<file path="src/rtl/arb_pkg.sv">
// Shared types and width helpers for the round-robin grant arbiter.
package arb_pkg;

  typedef enum logic {
    IDLE = 1'b0,
    BUSY = 1'b1
  } arb_state_e;

  localparam int unsigned NUM_REQ_MIN  = 2;
  localparam int unsigned NUM_REQ_MAX  = 16;
  localparam int unsigned MAX_HOLD_MIN = 1;
  localparam int unsigned MAX_HOLD_MAX = 255;

  // Index width for a requester vector; never below 1 bit.
  function automatic int unsigned id_width(input int unsigned n);
    return (n > 1) ? $clog2(n) : 1;
  endfunction

  // Tenure counter width able to hold MAX_HOLD without wrapping.
  function automatic int unsigned cnt_width(input int unsigned m);
    return (m > 0) ? $clog2(m + 1) : 1;
  endfunction

  localparam int unsigned ID_W_DEFAULT  = id_width(4);
  localparam int unsigned CNT_W_DEFAULT = cnt_width(8);

endpackage

</file>
<file path="src/rtl/rr_pick.sv">
// Combinational rotating priority encoder: first set bit of req & ~excl,
// searching upward from start with wrap-around.
module rr_pick
  import arb_pkg::*;
#(
  parameter int unsigned NUM_REQ = 4
) (
  input  logic [NUM_REQ-1:0]           req_i,
  input  logic [id_width(NUM_REQ)-1:0] start_i,
  input  logic [NUM_REQ-1:0]           excl_i,
  output logic [id_width(NUM_REQ)-1:0] idx_o,
  output logic                         found_o
);

  localparam int unsigned ID_W = id_width(NUM_REQ);

  logic [NUM_REQ-1:0] cand;
  int unsigned        j;

  always_comb begin
    idx_o   = '0;
    found_o = 1'b0;
    j       = 0;
    cand    = req_i & ~excl_i;
    for (int unsigned i = 0; i < NUM_REQ; i++) begin
      j = int'(start_i) + i;
      if (j >= NUM_REQ) j = j - NUM_REQ;
      if (!found_o && cand[ID_W'(j)]) begin
        found_o = 1'b1;
        idx_o   = ID_W'(j);
      end
    end
  end

endmodule

</file>
<file path="src/rtl/rr_grant_arbiter.sv">
// Round-robin request/grant arbiter with bounded tenure and registered grant.
// Define ARB_ASSERT_EN to compile in the runtime consistency assertions.
module rr_grant_arbiter
  import arb_pkg::*;
#(
  parameter int unsigned NUM_REQ  = 4,
  parameter int unsigned MAX_HOLD = 8
) (
  input  logic                         clk,
  input  logic                         reset,
  input  logic [NUM_REQ-1:0]           request,
  output logic [NUM_REQ-1:0]           grant,
  output logic                         grant_valid,
  output logic [id_width(NUM_REQ)-1:0] grant_id
);

  localparam int unsigned      ID_W     = id_width(NUM_REQ);
  localparam int unsigned      CNT_W    = cnt_width(MAX_HOLD);
  localparam logic [CNT_W-1:0] HOLD_MAX = CNT_W'(MAX_HOLD);
  localparam logic [ID_W-1:0]  LAST_ID  = ID_W'(NUM_REQ - 1);

  arb_state_e         state_q, state_d;
  logic [NUM_REQ-1:0] grant_q, grant_d;
  logic [ID_W-1:0]    id_q, id_d;
  logic [CNT_W-1:0]   cnt_q, cnt_d;
  logic [ID_W-1:0]    ptr_q, ptr_d;

  logic [NUM_REQ-1:0] excl;
  logic [ID_W-1:0]    win;
  logic               found;
  logic               owner_req;
  logic               take;

  // Excluding the current owner makes one search serve both release and expiry.
  assign excl = (state_q == BUSY) ? grant_q : '0;

  rr_pick #(
    .NUM_REQ (NUM_REQ)
  ) u_pick (
    .req_i   (request),
    .start_i (ptr_q),
    .excl_i  (excl),
    .idx_o   (win),
    .found_o (found)
  );

  always_comb begin
    state_d   = state_q;
    grant_d   = grant_q;
    id_d      = id_q;
    cnt_d     = cnt_q;
    ptr_d     = ptr_q;
    take      = 1'b0;
    owner_req = request[id_q];

    case (state_q)
      IDLE: begin
        if (found) take = 1'b1;
      end
      BUSY: begin
        if (!owner_req) begin
          if (found) begin
            take = 1'b1;
          end else begin
            state_d = IDLE;
            grant_d = '0;
            id_d    = '0;
            cnt_d   = '0;
          end
        end else if ((cnt_q == HOLD_MAX) && found) begin
          take = 1'b1;
        end else if (cnt_q != HOLD_MAX) begin
          cnt_d = cnt_q + 1'b1;
        end
      end
      default: state_d = IDLE;
    endcase

    if (take) begin
      state_d = BUSY;
      grant_d = NUM_REQ'(1) << win;
      id_d    = win;
      cnt_d   = CNT_W'(1);
      ptr_d   = (win == LAST_ID) ? '0 : win + 1'b1;
    end
  end

  always_ff @(posedge clk) begin
    if (reset) begin
      state_q <= IDLE;
      grant_q <= '0;
      id_q    <= '0;
      cnt_q   <= '0;
      ptr_q   <= '0;
    end else begin
      state_q <= state_d;
      grant_q <= grant_d;
      id_q    <= id_d;
      cnt_q   <= cnt_d;
      ptr_q   <= ptr_d;
    end
  end

  assign grant       = grant_q;
  assign grant_valid = |grant_q;
  assign grant_id    = id_q;

`ifdef ARB_ASSERT_EN
  logic [NUM_REQ-1:0] req_prev_q;
  logic [NUM_REQ-1:0] grant_prev_q;

  always_ff @(posedge clk) begin
    if (!reset) begin
      assert ($onehot0(grant_q));
      assert (grant_valid == |grant_q);
      assert (!grant_valid || grant_q[id_q]);
      assert (cnt_q <= HOLD_MAX);
      assert (((grant_q & ~grant_prev_q) & ~req_prev_q) == '0);
    end
    req_prev_q   <= request;
    grant_prev_q <= grant_q;
  end
`endif

endmodule

</file>
<file path="config.mk">
export PLATFORM = sky130hd
export DESIGN_NAME = rr_grant_arbiter
export DESIGN_NICKNAME = d
export VERILOG_FILES = /design/src/rtl/arb_pkg.sv /design/src/rtl/rr_pick.sv /design/src/rtl/rr_grant_arbiter.sv
export SDC_FILE = /design/constraint.sdc
export NUM_CORES = 1
export LEC_CHECK = 0
export CORE_UTILIZATION = 54
export DETAILED_ROUTE_END_ITERATION = 10
export PLACE_DENSITY_LB_ADDON = 0.2
export SLEW_MARGIN = 0
export SYNTH_ARGS = -nofsm -noshare
export SYNTH_HDL_FRONTEND = slang
export SYNTH_SLANG_ARGS = --single-unit
export TNS_END_PERCENT = 5
</file>
<file path="constraint.sdc">
create_clock -name clk -period 3 [get_ports clk]
set_clock_uncertainty 0.05 [all_clocks]
set_input_delay 0.6 -clock clk [delete_from_list [all_inputs] [get_ports clk]]
set_output_delay 0.6 -clock clk [all_outputs]
set_load 0.01 [all_outputs]
</file>
==> impl_metrics.py <==
metrics = {
    "cts": {
        "hold_buffers": 0,
        "clock_latency_ns": 0.28,
        "clk_pin_slew_worst_paths_ns": 0.08,
        "cts.sinks": 13,
        "post-cts-setup-buffers": 0,
        "htreeDepth": 1,
        "cts_tree": "built",
        "ctsRootBufferMaster": "clkbuf_4",
        "numCtsBuffers": 3,
        "cts-resized-gates": 0,
        "clk_path_buf_depth": 2,
    },
    "detailed_routing": {
        "via_per_inst": 6.21,
        "drtPass1Iterations": 4,
        "wire_per_inst_um": 14.6,
        "route.vias.total": 782,
        "drc": 0,
        "drtIter0Drc": 16,
        "postRouteAntennaNets": 0,
        "routed_wl_um": 1840,
    },
    "yosys": {
        "synthCells": 96,
        "synth_top_cells_by_area": "dfxtp_1 33%, ha_1 9.5%, a21oi_1 7.6%",
        "synth_xor_area_share_pct": 0,
        "synth_top_family_by_area": "compound AO/OA/AOI/OAI gates",
        "ys_warn_count": 0,
        "synth_compound_area_share_pct": 31.4,
        "yosys.area_share.simple_pct": 17.9,
        "synth.most_common_cell": "dfxtp_1",
        "synth_cell_types": 34,
        "synth-edff-count": 0,
        "synth_nets": 108,
        "synth_fa_ha_area_share_pct": 9.48,
        "synth_area_leader_cell": "dfxtp_1",
        "netlist_area_um2": 792,
        "synth.top_cell.area_share_pct": 32.9,
        "synth_common_cells": "13 x dfxtp_1, 12 x a21oi_1, 8 x inv_1, 8 x nand2_1",
        "synth-seq-cells": 13,
        "synth_seq_area_share_pct": 32.9,
        "synth_mux_area_share_pct": 2.84,
        "synth-async-reset-ratio_pct": 0,
        "avgSynthCellArea_um2": 8.25,
        "synth_ff_type": "dfxtp_1",
    },
    "pwr": {
        "ir_drop_mv": 0.350,
        "power_density_nw_per_um2": 615,
        "total_power_mw": 0.588,
        "power.leakage_nw": 0.382,
    },
    "die": {
        "die_area_um2": 1620,
        "fp.coreArea_um2": 1330,
        "die_x_um": 40.3,
        "num_io_pins": 13,
        "initial_core_util_pct": 59.4,
        "dieHeight_um": 40.3,
        "rows": 13,
    },
    "place": {
        "place.port_buffers": 12,
        "post-place-ws_ns": 0.316,
        "hpwl_um": 1410,
        "routabilityCongestion": 0.828,
        "placed_cell_area_um2": 930,
    },
    "worst_hold_path": {
        "holdPathStages": 2,
        "min_from": "cnt_q[3]",
        "hp-class": "reg2reg",
    },
    "finish": {
        "drive_gt1_share_pct": 9.91,
        "fillCellCount": 103,
        "regArea_um2": 260,
        "layout.nets": 124,
        "areaGrowthSynthToFinish_pct": 20.7,
        "multi_input_area_um2": 488,
        "n_antenna_cell": 0,
        "stdcell_area_um2": 956,
    },
    "worst_setup_path": {
        "cp-endpoint": "grant[0]",
        "cp.arrival_ns": 2.54,
        "crit_cells": 8,
        "path_max_fanout": 6,
        "critPathMaxStageDelay_ns": 0.52,
        "cp_slowest_cell": "clkdlybuf4s50_1",
        "crit_buf_inv": 2,
        "r2r_setup_slack_ns": 0.98,
        "cp_top_family": "compound AO/OA/AOI/OAI gates",
        "crit_required_ns": 3.11,
        "r2r-start": "state_q",
        "regToRegEndpoint": "grant[0]",
        "path_class": "in2reg",
        "crit_chain": "clkdlybuf4s50_1, a21boi_1, o21ai_0, o22ai_1, inv_1, ha_1, nand2_1, a21oi_1",
        "worstSetupStartpoint": "request[1]",
        "r2r_cells": 7,
        "cp-end-kind": "register",
        "critPathLaunchType": "primary input",
    },
    "timing": {
        "fmax_mhz": 411,
        "slew_viol_final": 0,
        "relSlewSlack_pct": 67.1,
        "hold_viol_final": 0,
        "min_period_ns": 2.43,
        "timing.final.crit_share_pct": 81.1,
        "worstMarginPinSlew_ns": 0.490,
        "finalSetupTns_ns": 0,
        "setup_ws_ns": 0.566,
        "rsz0062_at_grt": "false",
        "setup_viol": 0,
    },
    "status": {
        "status": "finished clean",
    },
    "global_routing": {
        "grt_pass1_wl_um": 2860,
        "grt_util_all_layers_pct": 27.8,
        "grt_remaining_overflow": 0,
        "grt_pass1_vias": 656,
        "grt_start_max_net_pins": 12,
        "antenna_found_initial": 0,
    },
    "run": {
        "cap_violations": 0,
    },
}
==> how the worst min path moves through the flow <==
stage               endpoint  slack (ns)
floorplan           cnt_q[3]        0.40
global placement    cnt_q[3]        0.43
detailed placement  cnt_q[3]        0.44
CTS                 cnt_q[3]        0.45
global route        ptr_q[1]        0.49
finish              cnt_q[3]        0.44
==> power by group <==
group          switching, mW  leakage [nW]  total [mW]  internal [mW]
Clock                 0.0589        0.0150       0.111         0.0517
Sequential            0.0348         0.107       0.235          0.200
Combinational          0.125         0.260       0.243          0.118
==> final cells by class <==
cell class              count  area share [%]
clock buffers               4            2.75
inverters                   9            3.66
well taps                  15            1.96
multi-input cells          72            51.0
repair buffers             13            13.4
flip-flops and latches     13            27.2
==> kinds of logic after synthesis <==
group / after synthesis
AO/OA/AOI/OAI: 37
flip-flops: 13
multiplexers: 1
AND/OR/NAND/NOR: 28
buffers and inverters: 11
adder cells (fa/ha/maj): 6
==> worst register-to-register path: stages, from the launching register on <==
cell and delay, ns:
dfxtp_1 0.41, a21boi_1 0.43, o21ai_0 0.16, o22ai_1 0.38, inv_1 0.14, ha_1 0.22, nand2_1 0.06, a21oi_1 0.06
==> cell usage in the layout, fill, tap and decap left out, types with 2 or more instances in the layout <==
| cell | n |
|---|---|
| a21bo_2 | 2 |
| a21boi_1 | 2 |
| a21oi_1 | 12 |
| and3_1 | 2 |
| clkbuf_4 | 3 |
| clkdlybuf4s50_1 | 12 |
| dfxtp_1 | 13 |
| ha_1 | 6 |
| inv_1 | 8 |
| nand2_1 | 8 |
| nand2b_1 | 2 |
| nand3_1 | 6 |
| nor2_1 | 4 |
| o21a_1 | 2 |
| o21ai_0 | 2 |
| o21ai_1 | 2 |
| o22ai_1 | 3 |
| o31ai_1 | 2 |
| or4_1 | 3 |
==> routing by layer <==
layer  track usage (%)  vias to the layer above  part of all wire [%]
met5                 0                        -                     0
met4              13.3                        0                   2.1
met3              9.44                        5                   8.6
met2              41.1                       32                    44
met1              35.9                      358                    45
li1                  -                      387                     -
==> through the flow <==
stage,hold WS (ns),instances,util [%]
after floorplan,0.402,96,-
after global placement,0.428,122,69.7
after detailed placement,0.436,122,69.7
after CTS,0.448,126,71.7
after global routing,0.488,126,71.7
final,0.444,126,71.7
==> flip-flops by register name, summed over array words and instances (netlist names) <==
signal / cells
cnt_q: 4
grant: 4
grant_id: 2
ptr_q: 2
state_q: 1
No activity file was read; power rests on OpenSTA's default activity.
